--- src/rtl/keypad_pkg.sv ---
// ============================================================================
// keypad_pkg : shared constants and FSM state type for the keypad entry block
// Rev 1.0
// ============================================================================
`default_nettype none

package keypad_pkg;

  localparam int DIGIT_W   = 4;
  localparam int DEC_RADIX = 10;

  typedef enum logic [1:0] {
    S_IDLE   = 2'd0,
    S_SETTLE = 2'd1,
    S_HELD   = 2'd2
  } state_t;

endpackage

`default_nettype wire

--- src/rtl/sync_edge.sv ---
// ============================================================================
// sync_edge : 2-FF synchronizer with a 1-cycle rising-edge pulse output
// Rev 1.0
// ============================================================================
`default_nettype none

module sync_edge (
  input  logic clk,
  input  logic rst,
  input  logic i_d,
  output logic o_level,
  output logic o_rise
);

  logic r_s1;
  logic r_s2;
  logic r_s3;

  always_ff @(posedge clk or posedge rst) begin
    if (rst) begin
      r_s1 <= 1'b0;
      r_s2 <= 1'b0;
      r_s3 <= 1'b0;
    end else begin
      r_s1 <= i_d;
      r_s2 <= r_s1;
      r_s3 <= r_s2;
    end
  end

  assign o_level = r_s2;
  assign o_rise  = r_s2 & ~r_s3;

endmodule

`default_nettype wire

--- src/rtl/keypad_entry.sv ---
// ============================================================================
// keypad_entry : keypad press debouncer, multi-digit accumulator and MMIO post
//   Define KEYPAD_DECIMAL_EN for decimal accumulation; default is hex shift.
// Rev 1.0
// ============================================================================
`default_nettype none

module keypad_entry
  import keypad_pkg::*;
#(
  parameter int DATA_W        = 16,
  parameter int SETTLE_CYCLES = 8
) (
  input  logic              clk,
  input  logic              rst,
  input  logic [3:0]        key_val,
  input  logic              key_valid,
  input  logic              btn_enter,
  input  logic              btn_clear,
  input  logic              rd_ack,
  output logic [DATA_W-1:0] entry_val,
  output logic [3:0]        digit_cnt,
  output logic              overflow,
  output logic [DATA_W-1:0] data_out,
  output logic              data_valid
);

  localparam int CNT_W = $clog2(SETTLE_CYCLES + 1);
  localparam logic [CNT_W-1:0] c_settle = CNT_W'(SETTLE_CYCLES);

  logic [DIGIT_W-1:0] r_key_s1;
  logic [DIGIT_W-1:0] r_key_s2;
  logic               w_kv;
  logic               w_kv_rise_unused;
  logic               w_enter;
  logic               w_enter_level_unused;
  logic               w_clear;
  logic               w_clear_level_unused;

  state_t             r_state;
  logic [CNT_W-1:0]   r_cnt;
  logic               w_accept;

  logic [DATA_W-1:0]  r_entry;
  logic [3:0]         r_digit_cnt;
  logic               r_overflow;
  logic [DATA_W-1:0]  r_data_out;
  logic               r_data_valid;

  logic               w_take;
  logic               w_reject;
  logic [DATA_W-1:0]  w_next_entry;
  logic [3:0]         w_next_cnt;

  sync_edge u_sync_kv (
    .clk     (clk),
    .rst     (rst),
    .i_d     (key_valid),
    .o_level (w_kv),
    .o_rise  (w_kv_rise_unused)
  );

  sync_edge u_sync_enter (
    .clk     (clk),
    .rst     (rst),
    .i_d     (btn_enter),
    .o_level (w_enter_level_unused),
    .o_rise  (w_enter)
  );

  sync_edge u_sync_clear (
    .clk     (clk),
    .rst     (rst),
    .i_d     (btn_clear),
    .o_level (w_clear_level_unused),
    .o_rise  (w_clear)
  );

  // key_val is stable for the whole settle window, so a plain bus sync is safe
  always_ff @(posedge clk or posedge rst) begin
    if (rst) begin
      r_key_s1 <= '0;
      r_key_s2 <= '0;
    end else begin
      r_key_s1 <= key_val;
      r_key_s2 <= r_key_s1;
    end
  end

  always_ff @(posedge clk or posedge rst) begin
    if (rst) begin
      r_state <= S_IDLE;
      r_cnt   <= '0;
    end else begin
      case (r_state)
        S_IDLE: begin
          if (w_kv) begin
            r_state <= S_SETTLE;
            r_cnt   <= CNT_W'(1);
          end
        end
        S_SETTLE: begin
          if (!w_kv)
            r_state <= S_IDLE;
          else if (r_cnt == c_settle)
            r_state <= S_HELD;
          else
            r_cnt <= r_cnt + CNT_W'(1);
        end
        S_HELD: begin
          if (!w_kv)
            r_state <= S_IDLE;
        end
        default: r_state <= S_IDLE;
      endcase
    end
  end

  assign w_accept = (r_state == S_SETTLE) && w_kv && (r_cnt == c_settle);

`ifdef KEYPAD_DECIMAL_EN
  localparam int PROD_W = DATA_W + DIGIT_W;
  localparam logic [PROD_W-1:0] c_max = {{DIGIT_W{1'b0}}, {DATA_W{1'b1}}};
  logic [PROD_W-1:0] w_prod;
`endif

  always_comb begin
    w_take       = 1'b0;
    w_reject     = 1'b0;
    w_next_entry = r_entry;
    w_next_cnt   = r_digit_cnt;
`ifdef KEYPAD_DECIMAL_EN
    // entry*10 < 16*entry, so DIGIT_W extra bits always hold the product
    w_prod = PROD_W'(r_entry) * PROD_W'(DEC_RADIX) + PROD_W'(r_key_s2);
    if (r_key_s2 < DIGIT_W'(DEC_RADIX)) begin
      if (w_prod > c_max) begin
        w_reject = 1'b1;
      end else begin
        w_take       = 1'b1;
        w_next_entry = w_prod[DATA_W-1:0];
        w_next_cnt   = (r_digit_cnt == 4'hF) ? 4'hF : r_digit_cnt + 4'd1;
      end
    end
`else
    if (int'(r_digit_cnt) < DATA_W / DIGIT_W) begin
      w_take       = 1'b1;
      w_next_entry = {r_entry[DATA_W-DIGIT_W-1:0], r_key_s2};
      w_next_cnt   = r_digit_cnt + 4'd1;
    end else begin
      w_reject = 1'b1;
    end
`endif
  end

  always_ff @(posedge clk or posedge rst) begin
    if (rst) begin
      r_entry      <= '0;
      r_digit_cnt  <= '0;
      r_overflow   <= 1'b0;
      r_data_out   <= '0;
      r_data_valid <= 1'b0;
    end else begin
      if (rd_ack && r_data_valid)
        r_data_valid <= 1'b0;
      // clear beats enter beats digit; a digit losing here is simply dropped
      if (w_clear) begin
        r_entry     <= '0;
        r_digit_cnt <= '0;
        r_overflow  <= 1'b0;
      end else if (w_enter) begin
        if (!r_data_valid || rd_ack) begin
          r_data_out   <= r_entry;
          r_data_valid <= 1'b1;
          r_entry      <= '0;
          r_digit_cnt  <= '0;
          r_overflow   <= 1'b0;
        end
      end else if (w_accept) begin
        if (w_take) begin
          r_entry     <= w_next_entry;
          r_digit_cnt <= w_next_cnt;
        end
        if (w_reject)
          r_overflow <= 1'b1;
      end
    end
  end

  assign entry_val  = r_entry;
  assign digit_cnt  = r_digit_cnt;
  assign overflow   = r_overflow;
  assign data_out   = r_data_out;
  assign data_valid = r_data_valid;

endmodule

`default_nettype wire

--- config.mk ---
export PLATFORM = sky130hd
export DESIGN_NAME = keypad_entry
export DESIGN_NICKNAME = d
export VERILOG_FILES = /design/src/rtl/keypad_pkg.sv /design/src/rtl/sync_edge.sv /design/src/rtl/keypad_entry.sv
export SDC_FILE = /design/constraint.sdc
export NUM_CORES = 1
export LEC_CHECK = 0
export CAP_MARGIN = 20
export CORE_ASPECT_RATIO = 0.75
export CORE_MARGIN = 2
export CORE_UTILIZATION = 47
export CTS_BUF_LIST = sky130_fd_sc_hd__clkbuf_4
export CTS_CLUSTER_SIZE = 10
export DETAILED_ROUTE_END_ITERATION = 8
export PLACE_DENSITY = 0.9
export SLEW_MARGIN = 20
export SYNTH_ARGS = -nofsm -noshare
export SYNTH_HDL_FRONTEND = slang
export SYNTH_SLANG_ARGS = --single-unit
--- constraint.sdc ---
create_clock -name clk -period 1.96 [get_ports clk]
set_input_delay 0.49 -clock clk [delete_from_list [all_inputs] [get_ports clk]]
set_output_delay 0.49 -clock clk [all_outputs]
set_load 0.05 [all_outputs]
==> results.py, run 1 <==
metrics = {
    "floorplan": {
        "rows": 21,
        "initial_utilization_pct": 49.6,
        "fp.dieW_microns": 84.0,
        "io_pins": 48,
        "die_h_microns": 64.0,
        "die_area_sq_um": 5370,
        "fp.coreArea_sq_um": 4550,
    },
    "final_layout": {
        "areaGrowthSynthToFinish_pct": 24.8,
        "post-route-cell-area_sq_um": 2810,
        "nFillCells": 361,
        "nets": 219,
        "layout-drive-gt1-share_pct": 36.7,
        "insertedDiodeCount": 0,
        "final_util_pct": 61.9,
    },
    "sta": {
        "holdWs_ns": 0.351,
        "grt_setup_unrepaired": "false",
        "finalMaxSlewViolations": 0,
        "fin_setup_tns_ns": 0,
        "timing.final.crit_period_ns": 1.82,
        "final_hold_viol_count": 0,
        "fmax_mhz": 551,
        "worst_clock_skew_ns": 0.0122,
        "relSlewSlack_pct": 67.6,
        "finalCritPeriodShare_pct": 92.7,
        "tightest_slew_ns": 0.488,
        "finalSetupViolCount": 0,
    },
    "worst_setup_path": {
        "worstPathArrival_ns": 2.15,
        "cp-end-kind": "flop",
        "regToRegSetupSlack_ns": 0.14,
        "required_ns": 2.29,
        "cp_max_fo": 18,
        "r2r_start": "r_cnt[1]$_DFFE_PP0P_",
        "crit-reg2reg-capture": "entry_val[12]$_DFFE_PP0P_",
        "reg2reg_depth": 6,
        "critical_path_class": "flop to flop",
        "start_kind": "flop",
    },
    "grt": {
        "antenna_found_initial": 0,
        "grt_max_degree": 61,
        "grt_usage_pct": 16.9,
        "grt_pass1_vias": 1399,
        "grt_first_pass_wirelength_mm": 6.80,
        "grt_overflow_total": 0,
    },
    "clock_network": {
        "h-tree-depth": 3,
        "cts.sinks": 60,
        "cts_resized": 7,
        "clockBufferDepth": 2,
        "postCtsHoldBufs": 0,
        "cts_root_buf": "clkbuf_4",
        "cts_buffers": 9,
        "postCtsSetupRepairBufs": 0,
        "cts_tree": "yes",
        "clkTransAtPathRegs_ns": 0.10,
        "clkLatencyLatePin_ns": 0.39,
    },
    "yosys": {
        "synth_area_leaders": "dfrtp_1, mux2_2, a22o_1",
        "netlist_top_cells_count": "dfrtp_1, mux2_2, a22o_1, a22o_2",
        "synth_nets": 164,
        "async_reset_ff_share_pct": 100,
        "ys.flop_type": "dfrtp_1",
        "yosys_warnings": 0,
        "synth_edf_count": 0,
        "yosysSeqAreaShare_pct": 66.6,
        "avgSynthCellArea_sq_um": 14.9,
        "synthCells": 151,
        "yosysMostFrequentCell": "dfrtp_1",
        "yosysUniqueCellTypes": 37,
        "synth-seq-cells": 60,
        "syn-cell-area_sq_um": 2250,
        "yosysTopAreaCellShare_pct": 66.6,
        "synth_top_area_cell": "dfrtp_1",
    },
    "drt": {
        "drcViolationCount": 0,
        "first_iter_violations": 81,
        "vias_per_cell": 5.20,
        "ant_nets": 0,
        "routed_wl_mm": 3.80,
        "vias": 1388,
        "drtPass1Iterations": 4,
        "wl_per_cell_microns": 14.2,
    },
    "place": {
        "port_buffers": 47,
        "hpwl_mm": 2.58,
        "gp_congestion": 0.810,
        "placed_cell_area_sq_um": 2720,
    },
    "worst_hold_path": {
        "hp-start": "u_sync_enter.r_s1$_DFF_PP0_",
        "hold_class": "flop to flop",
        "min_path_cells": 0,
        "hold_path_end": "u_sync_enter.o_level$_DFF_PP0_",
    },
    "power_and_ir_drop": {
        "cellPowerDensity_nw_per_um2": 793,
        "power_leakage_nw": 1.44,
        "peakVddDrop_mv": 0.528,
    },
    "run_status": {
        "status": "finished clean",
    },
    "run": {
        "drv_cap": 0,
    },
}
## critical path, cell delays in order (launching register included)
cell and delay (ns):
dfrtp_1 0.42, inv_1 0.09, ha_1 0.19, and4bb_1 0.23
and4_4 0.20, o21ai_4 0.41, a22o_2 0.23
## through the flow
step / instances / setup slack, ns / total power, mW
2_1_floorplan: 151 / 0.337 / 1.53
3_3_place_gp: 252 / 0.113 / 1.59
3_5_place_dp: 252 / 0.0895 / 1.61
4_1_cts: 267 / 0.148 / 2.27
5_1_grt: 267 / 0.0286 / 2.37
6_report: 267 / 0.144 / 2.23
## layout by cell type, fill, tap and decap left out, types with 2 or more instances in the layout
| cell type | synthesis | routed |
|---|---|---|
| o21ai_0 | 2 | 2 |
| buf_4 | 1 | 31 |
| inv_1 | 5 | 4 |
| ha_1 | 3 | 3 |
| nor2_4 | 2 | 2 |
| nand4_1 | 2 | 2 |
| nand3_1 | 4 | 4 |
| clkbuf_4 | 0 | 9 |
| a22o_1 | 11 | 11 |
| clkinvlp_4 | 0 | 3 |
| a22o_2 | 7 | 7 |
| nor2b_1 | 4 | 4 |
| nor2_1 | 2 | 2 |
| dfrtp_1 | 60 | 60 |
| clkinv_2 | 0 | 2 |
| nand2_1 | 5 | 5 |
| buf_12 | 0 | 2 |
| nand2b_1 | 3 | 3 |
| clkinv_1 | 0 | 2 |
| dlygate4sd2_1 | 0 | 7 |
| mux2_2 | 16 | 16 |
| clkdlybuf4s50_1 | 0 | 9 |
## layout make-up
cell class / instances / area [sq um] / area share (%)
clock inverters: 6 / 32.5 / 1.16
clock buffers: 9 / 67.6 / 2.40
flip-flops and latches: 60 / 1500 / 53.4
inverters: 5 / 22.5 / 0.801
repair buffers: 49 / 424 / 15.1
multi-input cells: 81 / 693 / 24.6
well taps: 57 / 71.3 / 2.54
## routing by layer
layer  up-vias  global-route usage, %  share of wire (%)
li1        664                      -                  -
met3         7                   8.53                6.8
met1       673                   22.2                 48
met5         -                      0                  0
met4         0                   8.67                1.4
met2        44                   22.9                 43
## cells by family after synthesis
kind of cell | after synthesis | synth area share (%)
flip-flops | 60 | 66.6
AND/OR/NAND/NOR | 31 | 8.94
AO/OA/AOI/OAI | 29 | 11.2
multiplexers | 18 | 8.94
buffers and inverters | 10 | 2.61
adder cells (fa/ha/maj) | 3 | 1.67
## sequential cells by signal (all words and copies together) (netlist names)
signal,count
overflow,1
entry_val,16
r_key_s2,4
r_state,2
u_sync_enter.r_s1,1
digit_cnt,4
u_sync_kv.r_s1,1
u_sync_kv.o_level,1
r_cnt,4
r_key_s1,4
u_sync_enter.r_s3,1
data_out,16
u_sync_clear.r_s1,1
u_sync_clear.r_s3,1
u_sync_clear.o_level,1
u_sync_enter.o_level,1
data_valid,1
## where the power goes
| part | internal (mW) | switching [mW] | leakage [nW] |
|---|---|---|---|
| combinational | 0.104 | 0.134 | 0.594 |
| clock | 0.240 | 0.410 | 0.0527 |
| sequential | 1.29 | 0.0526 | 0.792 |
| total | 1.63 | 0.597 | 1.44 |
## how the worst max path moves through the flow
stage | endpoint | slack (ns) | from
5_1_grt | entry_val[11]$_DFFE_PP0P_ | 0.03 | r_cnt[1]$_DFFE_PP0P_
2_1_floorplan | data_out[10]$_DFFE_PP0P_ | 0.34 | data_valid$_DFF_PP0_
4_1_cts | entry_val[11]$_DFFE_PP0P_ | 0.15 | r_cnt[1]$_DFFE_PP0P_
3_5_place_dp | entry_val[10]$_DFFE_PP0P_ | 0.09 | rd_ack
3_3_place_gp | entry_val[10]$_DFFE_PP0P_ | 0.11 | rd_ack
6_report | entry_val[12]$_DFFE_PP0P_ | 0.14 | r_cnt[1]$_DFFE_PP0P_
No activity file was read; power rests on OpenSTA's default activity.
==> run 2: changes to the inputs <==
--- a/config.mk
+++ b/config.mk
@@ -12,7 +12,8 @@
 export CTS_BUF_LIST = sky130_fd_sc_hd__clkbuf_4
 export CTS_CLUSTER_SIZE = 10
 export DETAILED_ROUTE_END_ITERATION = 8
-export PLACE_DENSITY = 0.9
+export PLACE_DENSITY = 0.78
+export REMOVE_ABC_BUFFERS = 1
 export SLEW_MARGIN = 20
 export SYNTH_ARGS = -nofsm -noshare
 export SYNTH_HDL_FRONTEND = slang
==> constraint.sdc (replaced) <==
create_clock -name clk -period 1.96 [get_ports clk]
set_input_delay 0.392 -clock clk [delete_from_list [all_inputs] [get_ports clk]]
set_output_delay 0.392 -clock clk [all_outputs]
set_load 0.05 [all_outputs]
==> run 2 against run 1 <==
  * Fmax shrank 1.0%
  * Clock power is 48% higher
  * Non-clock buffer count increased by 2
  * Largest power group unchanged
  * Critical path depth rose by 1
  * Combinational power up 7%
  * Die area stayed put
  * Via count up 6.7%
  * Global-route usage up 0.88 points
==> results.py, run 2 (synthesis gave the netlist of run 1 again) <==
metrics = {
    "final_layout": {
        "insertedDiodeCount": 0,
        "areaGrowthSynthToFinish_pct": 30.8,
        "nets": 221,
        "fin_cells": 270,
        "layout_common_cells": "dfrtp_1, dlygate4sd2_1, mux2_2",
        "layout-drive-gt1-share_pct": 24.4,
        "final_common_cell": "dfrtp_1",
    },
    "run": {
        "drv_cap": 0,
    },
    "drt": {
        "drcViolationCount": 0,
        "vias_per_cell": 5.49,
        "drtPass1Iterations": 4,
        "first_iter_violations": 73,
        "ant_nets": 0,
        "vias": 1481,
        "wl_per_cell_microns": 16.1,
        "routed_wl_mm": 4.34,
    },
    "grt": {
        "grt_overflow_total": 0,
        "grt_usage_pct": 17.7,
        "antenna_found_initial": 0,
        "grt_first_pass_wirelength_mm": 7.14,
        "grt_pass1_vias": 1463,
        "grt_max_degree": 43,
    },
    "sta": {
        "finalSetupViolCount": 0,
        "timing.final.crit_period_ns": 1.84,
        "finalCritPeriodShare_pct": 93.6,
        "relSlewSlack_pct": 64.9,
        "tightest_slew_ns": 0.528,
        "grt_setup_unrepaired": "false",
        "finalMaxSlewViolations": 0,
        "fmax_mhz": 545,
        "worst_clock_skew_ns": 0.00371,
        "final_hold_viol_count": 0,
        "fin_setup_tns_ns": 0,
    },
    "place": {
        "port_buffers": 47,
        "dp_cells": 252,
        "hpwl_mm": 2.87,
        "gp_congestion": 0.760,
    },
    "floorplan": {
        "rows": 21,
        "io_pins": 48,
        "fp.coreArea_sq_um": 4550,
        "fp.dieW_microns": 84.0,
        "initial_utilization_pct": 49.6,
        "die_area_sq_um": 5370,
        "die_h_microns": 64.0,
    },
    "clock_network": {
        "h-tree-depth": 3,
        "cts.sinks": 60,
        "cts_root_buf": "clkbuf_4",
        "clkTransAtPathRegs_ns": 0.09,
        "cts_tree": "yes",
        "clkLatencyLatePin_ns": 0.39,
        "clockBufferDepth": 2,
        "cts_buffers": 9,
    },
    "worst_setup_path": {
        "cp_max_fo": 16,
        "critical_path_class": "flop to flop",
        "start_kind": "flop",
        "required_ns": 2.24,
        "cp-end-kind": "flop",
        "worstPathArrival_ns": 2.12,
    },
    "power_and_ir_drop": {
        "peakVddDrop_mv": 0.558,
        "p_int_mw": 1.94,
        "power_leakage_nw": 1.59,
        "cellPowerDensity_nw_per_um2": 870,
        "p_clk_share_pct": 37.5,
        "p_sw_mw": 0.621,
        "pwr-share-seq_pct": 52.5,
        "switching_share_pct": 24.2,
        "comb_power_share_pct": 9.9,
    },
    "run_status": {
        "status": "finished clean",
    },
    "worst_hold_path": {
        "hold_class": "primary input to asynchronous set/reset pin",
    },
}
## run 2: changes by cell type in the layout (fill, tap and decap cells not counted), moves of 2 or more
cell and change:
bufinv_16 +2, buf_4 -29, clkbuf_4 +2, buf_12 +2, clkinvlp_4 -2, dlygate4sd2_1 +28
## run 2: power groups by stage
stage               Clock, mW  Sequential [mW]  Combinational [mW]
floorplan                   0             1.38               0.143
global placement            0             1.36               0.227
detailed placement          0             1.37               0.248
CTS                     0.991             1.34               0.246
global route             1.04             1.35               0.278
finish                  0.962             1.35               0.255
## run 2: worst paths after layout
kind | start | to | slack [ns] | cells past startpoint
setup / recovery | r_cnt[0]$_DFFE_PP0P_ | entry_val[9]$_DFFE_PP0P_ | 0.12 | 7
hold / removal | rst | u_sync_clear.o_level$_DFF_PP0_ | 0.31 | 2
setup reg to reg | r_cnt[0]$_DFFE_PP0P_ | entry_val[9]$_DFFE_PP0P_ | 0.12 | 7
hold reg to reg | r_key_s1[2]$_DFF_PP0_ | r_key_s2[2]$_DFF_PP0_ | 0.35 | 0
max in group asynchronous | rst | entry_val[9]$_DFFE_PP0P_ | 1.10 | 3
min in group clk | r_key_s1[2]$_DFF_PP0_ | r_key_s2[2]$_DFF_PP0_ | 0.35 | 0
## run 2: area by class of cell
class                           instances  area [sq um]
Clock buffer                           11          82.6
Clock inverter                          5          76.3
Fill cell                             335          1600
Inverter                                5          18.8
Multi-Input combinational cell         81           693
Sequential cell                        60          1500
Tap cell                               57          71.3
Timing Repair Buffer                   51           504
## run 2: repair_timing
item,CTS,global route
setup endpoints to repair,35,18
resized for setup,35,1
hold endpoints to repair,0,0
setup buffers,0,2
pin swaps,0,2
hold buffers,0,0
## run 2: per-stage QoR
stage | cell area [sq um] | util, % | setup slack [ns] | hold WS, ns | power (mW)
finish | 2950 | 64.9 | 0.125 | 0.308 | 2.56
CTS | 2910 | 63.9 | 0.00210 | 0.295 | 2.58
floorplan | 2210 | - | 0.0833 | 0.331 | 1.52
global placement | 2790 | 61.4 | 0.216 | 0.333 | 1.59
detailed placement | 2790 | 61.4 | 0.124 | 0.336 | 1.62
global route | 2950 | 64.9 | 0.0673 | 0.320 | 2.67
## run 2: per-layer routing
metal  wire (microns)  part of all wire (%)  track usage, %  up-vias
met5                0                     0               0        -
met4               67                   1.5            8.47        0
met3              212                   4.9            7.49        6
met2             2300                    53            29.6       40
met1             1760                    41            19.9      770
li1                 -                     -               -      665
## run 2: worst max-delay path, stage by stage, from the launching register on
cell      delay, ns
dfrtp_1        0.44
inv_1          0.12
ha_1           0.18
and4bb_1       0.24
and4_4         0.26
o21ai_4        0.07
buf_12         0.16
a22o_2         0.25
==> run 3: changes to the inputs <==
--- a/config.mk
+++ b/config.mk
@@ -8,11 +8,11 @@
 export CAP_MARGIN = 20
 export CORE_ASPECT_RATIO = 0.75
 export CORE_MARGIN = 2
-export CORE_UTILIZATION = 47
+export CORE_UTILIZATION = 56
 export CTS_BUF_LIST = sky130_fd_sc_hd__clkbuf_4
 export CTS_CLUSTER_SIZE = 10
 export DETAILED_ROUTE_END_ITERATION = 8
-export PLACE_DENSITY = 0.78
+export PLACE_DENSITY = 0.87
 export REMOVE_ABC_BUFFERS = 1
 export SLEW_MARGIN = 20
 export SYNTH_ARGS = -nofsm -noshare
==> constraint.sdc (replaced) <==
create_clock -name clk -period 2.35 [get_ports clk]
set_input_delay 0.47 -clock clk [delete_from_list [all_inputs] [get_ports clk]]
set_output_delay 0.47 -clock clk [all_outputs]
set_load 0.05 [all_outputs]
==> run 3 against run 2 <==
  * Worst setup slack better by 0.089 ns
  * Flip-flop and latch count did not move
  * Die area is 15% lower
  * Cell area shrank 0.21%
  * Sequential power fell by 17%
  * Combinational power decreased by 21%
  * Clock skew rose by 0.0090 ns
  * Global-route usage grew 3.4 points
  * Largest cell class unchanged
  * Largest power group unchanged
==> results.py, run 3 (synthesis gave the netlist of run 1 again) <==
metrics = {
    "final_layout": {
        "layout-drive-gt1-share_pct": 21.0,
        "nets": 218,
        "insertedDiodeCount": 0,
        "final_common_cell": "dfrtp_1",
        "areaGrowthSynthToFinish_pct": 30.5,
        "layout_common_cells": "dfrtp_1, clkdlybuf4s50_1, mux2_2",
        "final_util_pct": 78.3,
        "nFillCells": 233,
    },
    "sta": {
        "finalMaxSlewViolations": 0,
        "timing.final.crit_period_ns": 2.14,
        "relSlewSlack_pct": 64.9,
        "grt_setup_unrepaired": "false",
        "holdWs_ns": 0.353,
        "tightest_slew_ns": 0.525,
        "finalSetupViolCount": 0,
        "fmax_mhz": 468,
        "final_hold_viol_count": 0,
        "finalCritPeriodShare_pct": 90.9,
        "fin_setup_tns_ns": 0,
        "worst_clock_skew_ns": 0.0127,
    },
    "floorplan": {
        "io_pins": 48,
        "fp.dieW_microns": 77.2,
        "fp.coreArea_sq_um": 3760,
        "die_h_microns": 58.9,
        "initial_utilization_pct": 60.0,
        "die_area_sq_um": 4550,
        "rows": 19,
    },
    "drt": {
        "drcViolationCount": 0,
        "wl_per_cell_microns": 15.8,
        "drtPass1Iterations": 4,
        "routed_wl_mm": 4.15,
        "first_iter_violations": 77,
        "vias_per_cell": 5.46,
        "vias": 1431,
        "ant_nets": 0,
    },
    "place": {
        "gp_congestion": 0.808,
        "port_buffers": 47,
        "hpwl_mm": 2.71,
    },
    "clock_network": {
        "cts_buffers": 9,
        "clockBufferDepth": 2,
        "cts_tree": "yes",
        "h-tree-depth": 3,
        "cts.sinks": 60,
        "clkLatencyLatePin_ns": 0.41,
        "postCtsHoldBufs": 0,
        "cts_root_buf": "clkbuf_4",
        "cts_resized": 0,
        "clkTransAtPathRegs_ns": 0.10,
        "postCtsSetupRepairBufs": 0,
    },
    "worst_hold_path": {
        "hold_class": "flop to flop",
        "min_path_cells": 0,
    },
    "grt": {
        "grt_pass1_vias": 1453,
        "grt_max_degree": 61,
        "grt_usage_pct": 21.1,
        "grt_overflow_total": 0,
        "antenna_found_initial": 0,
        "grt_first_pass_wirelength_mm": 7.00,
    },
    "worst_setup_path": {
        "critPathTopFamily": "buffers and inverters",
        "slowest_delay_ns": 0.83,
        "cp_max_fo": 4,
        "required_ns": 1.88,
        "path_cells": "clkdlybuf4s50_1",
        "critical_path_class": "flop to primary output",
        "critical_path_buf_inv_count": 1,
        "start_kind": "flop",
        "cp-end-kind": "primary output",
        "worstSetupPathDepth": 1,
        "reg2reg_depth": 6,
        "worstPathArrival_ns": 1.67,
        "crit_slowest_cell": "clkdlybuf4s50_1",
    },
    "run_status": {
        "status": "finished clean",
    },
    "power_and_ir_drop": {
        "cellPowerDensity_nw_per_um2": 749,
        "finalPower_mw": 2.20,
        "power_leakage_nw": 1.37,
        "peakVddDrop_mv": 0.615,
    },
    "run": {
        "drv_cap": 0,
    },
}
==> run 3: final timing paths <==
path,from,end,slack (ns)
max,entry_val[3]$_DFFE_PP0P_,entry_val[3],0.21
min in group asynchronous,rst,u_sync_clear.r_s3$_DFF_PP0_,0.43
max reg2reg,r_cnt[0]$_DFFE_PP0P_,entry_val[2]$_DFFE_PP0P_,0.44
max in group asynchronous,rst,r_key_s2[2]$_DFF_PP0_,1.66
min,r_key_s1[1]$_DFF_PP0_,r_key_s2[1]$_DFF_PP0_,0.35
min reg2reg,r_key_s1[1]$_DFF_PP0_,r_key_s2[1]$_DFF_PP0_,0.35
==> run 3: metrics by stage <==
stage,setup slack [ns],area (sq um),std cells
3_3_place_gp,0.442,2770,246
4_1_cts,0.185,2940,262
2_1_floorplan,0.395,2210,146
6_report,0.214,2940,262
3_5_place_dp,0.396,2770,246
5_1_grt,0.139,2940,262
==> run 3: power breakdown <==
group          switching (mW)  total (mW)  internal (mW)
logic                   0.116       0.202         0.0864
clock network           0.354       0.878          0.525
registers              0.0463        1.12           1.08
==> run 3: final cells by class <==
type | instances | area (sq um) | share of cell area [%]
Clock buffer | 9 | 67.6 | 2.30
Clock inverter | 7 | 105 | 3.57
Tap cell | 52 | 65.1 | 2.21
Multi-Input combinational cell | 81 | 693 | 23.6
Timing Repair Buffer | 48 | 490 | 16.7
Inverter | 5 | 18.8 | 0.638
Sequential cell | 60 | 1500 | 51.0
==> run 3: routing by layer <==
layer,up-vias,GRT usage (%),share of wire (%)
met5,-,0,0
met4,0,10.5,2.3
met3,14,9.82,7.0
met2,49,34.0,49
met1,712,24.3,41
li1,656,-,-
